$ cat config.mk
export PLATFORM = sky130hd
export DESIGN_NAME = ihex_decoder_flat
export DESIGN_NICKNAME = d
export VERILOG_FILES = /design/src/rtl/ihex_decoder_if.sv /design/src/rtl/ihex_decoder.sv /design/src/flat_wrapper.sv
export SDC_FILE = /design/constraint.sdc
export NUM_CORES = 1
export LEC_CHECK = 0
export CORE_MARGIN = 10
export CORE_UTILIZATION = 40
export CTS_BUF_LIST = sky130_fd_sc_hd__clkbuf_4 sky130_fd_sc_hd__clkbuf_8
export CTS_CLUSTER_SIZE = 30
export DETAILED_ROUTE_END_ITERATION = 6
export GPL_ROUTABILITY_DRIVEN = 1
export SKIP_CTS_REPAIR_TIMING = 1
export SLEW_MARGIN = 20
export SYNTH_ARGS = -nofsm -noshare
export SYNTH_HDL_FRONTEND = slang
export SYNTH_SLANG_ARGS = --single-unit
$ cat constraint.sdc
create_clock -name clock -period 11.69 [get_ports clock]
set_clock_uncertainty 0.05 [all_clocks]
set_input_delay 1.169 -clock clock [delete_from_list [all_inputs] [get_ports clock]]
set_output_delay 1.169 -clock clock [all_outputs]
set_load 0.02 [all_outputs]
$ cat src/rtl/ihex_decoder_if.sv
// Character stream in, single-byte memory writes out.
interface ihex_decoder_if #(
    parameter int unsigned ADDR_W = 16
);
    logic              we_in;
    logic [7:0]        data_in;
    logic              mem_we;
    logic [ADDR_W-1:0] mem_addr;
    logic [7:0]        mem_data;

    modport master (
        output we_in,
        output data_in,
        input  mem_we,
        input  mem_addr,
        input  mem_data
    );

    modport slave (
        input  we_in,
        input  data_in,
        output mem_we,
        output mem_addr,
        output mem_data
    );
endinterface

$ cat src/rtl/ihex_decoder.sv
// Intel HEX record parser: turns data records into byte write strobes,
// checks record checksums and tracks the extended linear (upper) address.
module ihex_decoder #(
    parameter int unsigned ADDR_W = 16
) (
    input  logic           clock,
    input  logic           reset,
    ihex_decoder_if.slave  bus,
    output logic           done,
    output logic           err_checksum,
    output logic           err_format
);

    localparam int unsigned FULL_W = 32;
    localparam logic [7:0]  COLON  = 8'h3A;

    typedef enum logic [2:0] {
        IDLE,
        LEN,
        ADDR_HI,
        ADDR_LO,
        TYPE,
        DATA,
        CSUM
    } state_t;

    state_t      state;
    logic        nib_flag;     // high nibble of the current byte already captured
    logic [3:0]  hi_nib;
    logic [7:0]  sum;
    logic [7:0]  len;
    logic [15:0] rec_addr;
    logic [7:0]  rec_type;
    logic [7:0]  idx;
    logic [15:0] pend_upper;   // type-04 payload, committed only on a good checksum
    logic [15:0] upper;

    logic [4:0]  hex_c;
    logic [7:0]  byte_c;
    logic [7:0]  sum_next_c;
    logic [7:0]  idx_next_c;
    logic [15:0] wr_low_c;
    logic [FULL_W-1:0] wr_full_c;

    // Map an ASCII hex digit to {valid, value}.
    function automatic logic [4:0] hex_decode(input logic [7:0] c);
        logic [4:0] r;
        r = 5'd0;
        if (c >= 8'h30 && c <= 8'h39) begin
            r = {1'b1, 4'(c - 8'h30)};
        end else if (c >= 8'h41 && c <= 8'h46) begin
            r = {1'b1, 4'(c - 8'h37)};
        end else if (c >= 8'h61 && c <= 8'h66) begin
            r = {1'b1, 4'(c - 8'h57)};
        end
        return r;
    endfunction

    // Byte assembly, running sum and write address for the current character.
    always_comb begin
        hex_c      = hex_decode(bus.data_in);
        byte_c     = {hi_nib, hex_c[3:0]};
        sum_next_c = 8'(sum + byte_c);
        idx_next_c = 8'(idx + 8'd1);
        wr_low_c   = 16'(rec_addr + 16'(idx));
        wr_full_c  = {upper, wr_low_c};
    end

    // Record parser FSM with registered outputs.
    always_ff @(posedge clock) begin
        if (reset) begin
            state        <= IDLE;
            nib_flag     <= 1'b0;
            hi_nib       <= 4'd0;
            sum          <= 8'd0;
            len          <= 8'd0;
            rec_addr     <= 16'd0;
            rec_type     <= 8'd0;
            idx          <= 8'd0;
            pend_upper   <= 16'd0;
            upper        <= 16'd0;
            bus.mem_we   <= 1'b0;
            bus.mem_addr <= '0;
            bus.mem_data <= 8'd0;
            done         <= 1'b0;
            err_checksum <= 1'b0;
            err_format   <= 1'b0;
        end else begin
            bus.mem_we <= 1'b0;
            if (bus.we_in) begin
                if (bus.data_in == COLON) begin
                    // A colon always starts a fresh record; mid-record it means truncation.
                    if (state != IDLE) begin
                        err_format <= 1'b1;
                    end
                    done     <= 1'b0;
                    sum      <= 8'd0;
                    nib_flag <= 1'b0;
                    idx      <= 8'd0;
                    state    <= LEN;
                end else if (state == IDLE) begin
                    state <= IDLE;
                end else if (!hex_c[4]) begin
                    err_format <= 1'b1;
                    nib_flag   <= 1'b0;
                    state      <= IDLE;
                end else if (!nib_flag) begin
                    hi_nib   <= hex_c[3:0];
                    nib_flag <= 1'b1;
                end else begin
                    nib_flag <= 1'b0;
                    sum      <= sum_next_c;
                    unique case (state)
                        LEN: begin
                            len   <= byte_c;
                            state <= ADDR_HI;
                        end
                        ADDR_HI: begin
                            rec_addr[15:8] <= byte_c;
                            state          <= ADDR_LO;
                        end
                        ADDR_LO: begin
                            rec_addr[7:0] <= byte_c;
                            state         <= TYPE;
                        end
                        TYPE: begin
                            rec_type <= byte_c;
                            if (byte_c > 8'h05 ||
                                (byte_c == 8'h01 && len != 8'd0) ||
                                (byte_c == 8'h04 && len != 8'd2)) begin
                                err_format <= 1'b1;
                                state      <= IDLE;
                            end else if (len != 8'd0) begin
                                state <= DATA;
                            end else begin
                                state <= CSUM;
                            end
                        end
                        DATA: begin
                            if (rec_type == 8'h00) begin
                                bus.mem_we   <= 1'b1;
                                bus.mem_addr <= ADDR_W'(wr_full_c);
                                bus.mem_data <= byte_c;
                            end else if (rec_type == 8'h04) begin
                                if (idx == 8'd0) begin
                                    pend_upper[15:8] <= byte_c;
                                end else begin
                                    pend_upper[7:0] <= byte_c;
                                end
                            end
                            idx <= idx_next_c;
                            if (idx_next_c == len) begin
                                state <= CSUM;
                            end
                        end
                        CSUM: begin
                            if (sum_next_c != 8'd0) begin
                                err_checksum <= 1'b1;
                            end else if (rec_type == 8'h01) begin
                                done <= 1'b1;
                            end else if (rec_type == 8'h04) begin
                                upper <= pend_upper;
                            end
                            state <= IDLE;
                        end
                        default: state <= IDLE;
                    endcase
                end
            end
        end
    end

endmodule

$ cat src/flat_wrapper.sv
// flat-port wrapper written by rule: the top's interface ports become plain ports
module ihex_decoder_flat 
#(
    parameter int unsigned ADDR_W = 16
)
  (clock, reset, done, err_checksum, err_format, bus_we_in, bus_data_in, bus_mem_we, bus_mem_addr, bus_mem_data);
  ihex_decoder_if #(.ADDR_W(ADDR_W)) bus_i ();
  input  logic clock;
  input  logic reset;
  output logic done;
  output logic err_checksum;
  output logic err_format;
  input wire logic [$bits(bus_i.we_in)-1:0] bus_we_in;
  input wire logic [$bits(bus_i.data_in)-1:0] bus_data_in;
  output wire logic [$bits(bus_i.mem_we)-1:0] bus_mem_we;
  output wire logic [$bits(bus_i.mem_addr)-1:0] bus_mem_addr;
  output wire logic [$bits(bus_i.mem_data)-1:0] bus_mem_data;
  assign bus_i.we_in = bus_we_in;
  assign bus_i.data_in = bus_data_in;
  assign bus_mem_we = bus_i.mem_we;
  assign bus_mem_addr = bus_i.mem_addr;
  assign bus_mem_data = bus_i.mem_data;
  ihex_decoder #(.ADDR_W(ADDR_W)) u_core (.clock(clock), .reset(reset), .bus(bus_i), .done(done), .err_checksum(err_checksum), .err_format(err_format));
endmodule
==> results.py <==
metrics = {
    "die": {
        "die_area_mm2": 0.0162,
        "ios": 39,
        "rows": 39,
        "die_w_um": 127,
        "die_h_um": 127,
        "core-area_mm2": 0.0113,
        "initial_core_util": 0.406,
    },
    "yosys": {
        "muxShareOfSynthArea": 0.0716,
        "yosysUniqueCellTypes": 65,
        "synth_nets": 576,
        "syn_inst": 543,
        "synth_top_area_frac": 0.366,
        "synth_common_cells": "dfxtp_1 (84), nor2_1 (80), nand2_1 (48)",
        "yosysMostFrequentCell": "dfxtp_1",
        "synth_area_per_cell_um2": 8.46,
        "synth_edf_count": 0,
        "synth_top_family_by_area": "simple AND/OR/NAND/NOR gates",
        "ys_seq_area_frac": 0.366,
        "synth-compound-area-share": 0.181,
        "synth_fa_ha_area_frac": 0.0632,
        "synth-main-ff-cell": "dfxtp_1",
        "async_reset_ff_frac": 0,
        "ys_ff_latch": 84,
        "yosys-top-cells-area": "dfxtp_1 (37%), nor2_1 (6.5%), mux2i_1 (6.1%)",
        "yosysWarningCount": 0,
        "yosys.area_share.simple": 0.228,
        "synth_top_area_cell": "dfxtp_1",
        "synth_xor_area_frac": 0.0496,
        "syn-cell-area_mm2": 0.00459,
    },
    "placed_design": {
        "place_ws_ps": 6170,
        "hpwl_mm": 8.23,
        "portBuffers": 38,
        "finalWeightedCongestion": 0.846,
    },
    "route": {
        "first_pass_iters": 4,
        "ant_nets": 0,
        "vias_per_cell": 5.56,
        "drtIter0Drc": 367,
        "wl_per_cell_um": 16.3,
        "drc": 0,
        "vias": 3974,
        "wl_mm": 11.6,
    },
    "global_route": {
        "grt_pass1_vias": 3805,
        "grt_antenna_before_repair": 0,
        "grt_pass1_wl_mm": 19.5,
        "grt_max_degree": 84,
        "grt-ovfl-total": 0,
        "grtUsageTotal": 0.145,
    },
    "timing": {
        "setup-tns-final_ps": 0,
        "hold_slack_ps": 407,
        "report.final.slew_viol_count": 0,
        "tightestPinTransition_ps": 882,
        "fin_crit_sh": 0.440,
        "setup_viol": 0,
        "grt_setup_unrepaired": "no",
        "fmax_mhz": 195,
        "final-hold-violation-count": 0,
        "worst_slack_ps": 6550,
        "maxSlewHeadroom": 0.412,
        "layout_min_cycle_time_ps": 5140,
    },
    "critical_path": {
        "crit_arrival_ps": 5310,
        "reg2reg_setup_slack_ps": 8800,
        "slowest_stage": "clkdlybuf4s50_1",
        "worstSetupStartpoint": "bus_data_in[0]",
        "rr_startpoint": "u_core.state[2]$_SDFFE_PP0P_",
        "crit_family": "compound AO/OA/AOI/OAI gates",
        "end_kind": "register",
        "cp_slowest_stage_delay_ps": 560,
        "path_max_fanout": 6,
        "path_cells": "clkdlybuf4s50_1 > inv_1 > ha_1 > o21ba_4 > o21ai_2 > nand3_1 > a21oi_1 > ha_1 > nor2b_1 > o21a_1 > o2111a_1 > a311o_1 > or4_1 > o2111ai_1 > a21oi_1",
        "worstSetupPathType": "in -> reg",
        "critPathLaunchType": "primary input",
        "crit_required_ps": 11860,
        "worst-path-buf-inv": 2,
    },
    "worst_hold_path": {
        "min-delay-start": "u_core.bus.mem_addr[6]$_SDFFE_PP0P_",
        "min_path_type": "reg -> reg",
    },
    "power": {
        "power_frac_comb": 0.051,
        "netSwitchingPower_mw": 0.132,
        "p_per_area_mw_per_mm2": 105,
        "ir_drop_v": 0.0000665,
        "power.leakage_nw": 1.96,
        "seq_power_share": 0.522,
        "p_sw_frac": 0.240,
        "p_clk_frac": 0.427,
        "p_int_mw": 0.419,
        "total_power_mw": 0.551,
    },
    "clocking": {
        "root_buffer": "clkbuf_8",
        "htree_levels": 3,
        "path_clk_slew_ps": 90,
        "cts-buffers-inserted": 9,
        "clock-sinks": 84,
        "cts_tree": "done",
        "clock_latency_ps": 380,
        "clk_path_buf_depth": 2,
    },
    "layout": {
        "final_nets": 600,
        "drive_above_1_share": 0.0717,
        "area_growth_pct": 14.8,
        "fillers": 1116,
        "diodes": 0,
    },
    "flow_run": {
        "maxCapViolations": 0,
    },
    "run_status": {
        "status": "complete, no violations",
    },
}
-- cells by family after synthesis --
logic type | after synthesis
and+or+nand+nor | 212
AOI/OAI and AO/OA | 120
DFF | 84
buffers and inverters | 47
muxes | 32
xor gates and xnor gates | 26
adders and majority gates | 22
-- stage by stage --
step,instances,utilization,area [um^2]
4_1_cts,715,0.466,5270
2_1_floorplan,543,-,4590
3_3_place_gp,699,0.446,5050
3_5_place_dp,699,0.446,5050
6_report,715,0.466,5270
5_1_grt,715,0.466,5270
-- flip-flops by register name, indices dropped and copies added, names as in the netlist, 3 cells and up --
name	flops
u_core.idx	8
u_core.bus.mem_data	8
u_core.sum	8
u_core.len	8
u_core.state	3
u_core.rec_type	8
u_core.hi_nib	4
u_core.rec_addr	16
u_core.bus.mem_addr	16
-- layout by cell type, fill, tap and decap left out, types with 5 or more instances in the layout --
cell,netlist,final
a211oi_1,23,23
nand2b_1,7,7
clkbuf_8,0,9
dfxtp_1,84,84
nand3_1,10,10
nor3_1,8,8
o21ai_0,14,14
nor4_1,7,7
a21oi_1,35,35
xor2_1,8,8
ha_1,20,20
and3_1,10,10
a21o_1,6,6
inv_1,19,19
a22oi_1,8,8
clkdlybuf4s50_1,0,37
nand2_1,48,48
nor2b_1,8,8
nand4_1,5,5
xnor2_1,18,18
nor2_1,80,80
mux2i_1,28,28
-- worst paths after layout --
| kind | endpoint | cells after the start |
|---|---|---|
| hold reg to reg | u_core.bus.mem_addr[6]$_SDFFE_PP0P_ | 2 |
| hold / removal | u_core.bus.mem_addr[6]$_SDFFE_PP0P_ | 2 |
| setup reg to reg | u_core.len[5]$_SDFFE_PP0P_ | 7 |
| setup / recovery | u_core.err_checksum$_SDFFE_PP0P_ | 15 |
-- tightest hold or removal path, stage by stage, from the launching register on --
cell and delay (ps):
dfxtp_1 320, nand2_1 50, a21oi_1 50
-- cell type report --
cell class,instances,area (um^2),share of cell area
multi-input cells,412,2720,0.516
flip-flops and latches,84,1680,0.319
clock buffers,9,124,0.0235
inverters,20,75.1,0.0142
clock inverters,7,98.8,0.0188
repair buffers,40,390,0.0741
well taps,143,179,0.0339
-- per-layer routing --
metal | track usage | part of all wire | vias up | routed length [um]
met2 | 0.247 | 0.48 | 81 | 5630
met5 | 0 | 0 | - | 0
met4 | 0.0395 | 0.012 | 0 | 142
met1 | 0.176 | 0.45 | 1888 | 5210
met3 | 0.0405 | 0.055 | 14 | 641
li1 | - | - | 1991 | -
-- power groups by stage --
stage	clock network (mW)	logic (mW)	registers, mW
detailed placement	0	0.0281	0.295
global route	0.252	0.0306	0.288
CTS	0.242	0.0281	0.288
global placement	0	0.0276	0.295
finish	0.235	0.0280	0.288
floorplan	0	0.0182	0.294
(Power assumes the default switching activity.)
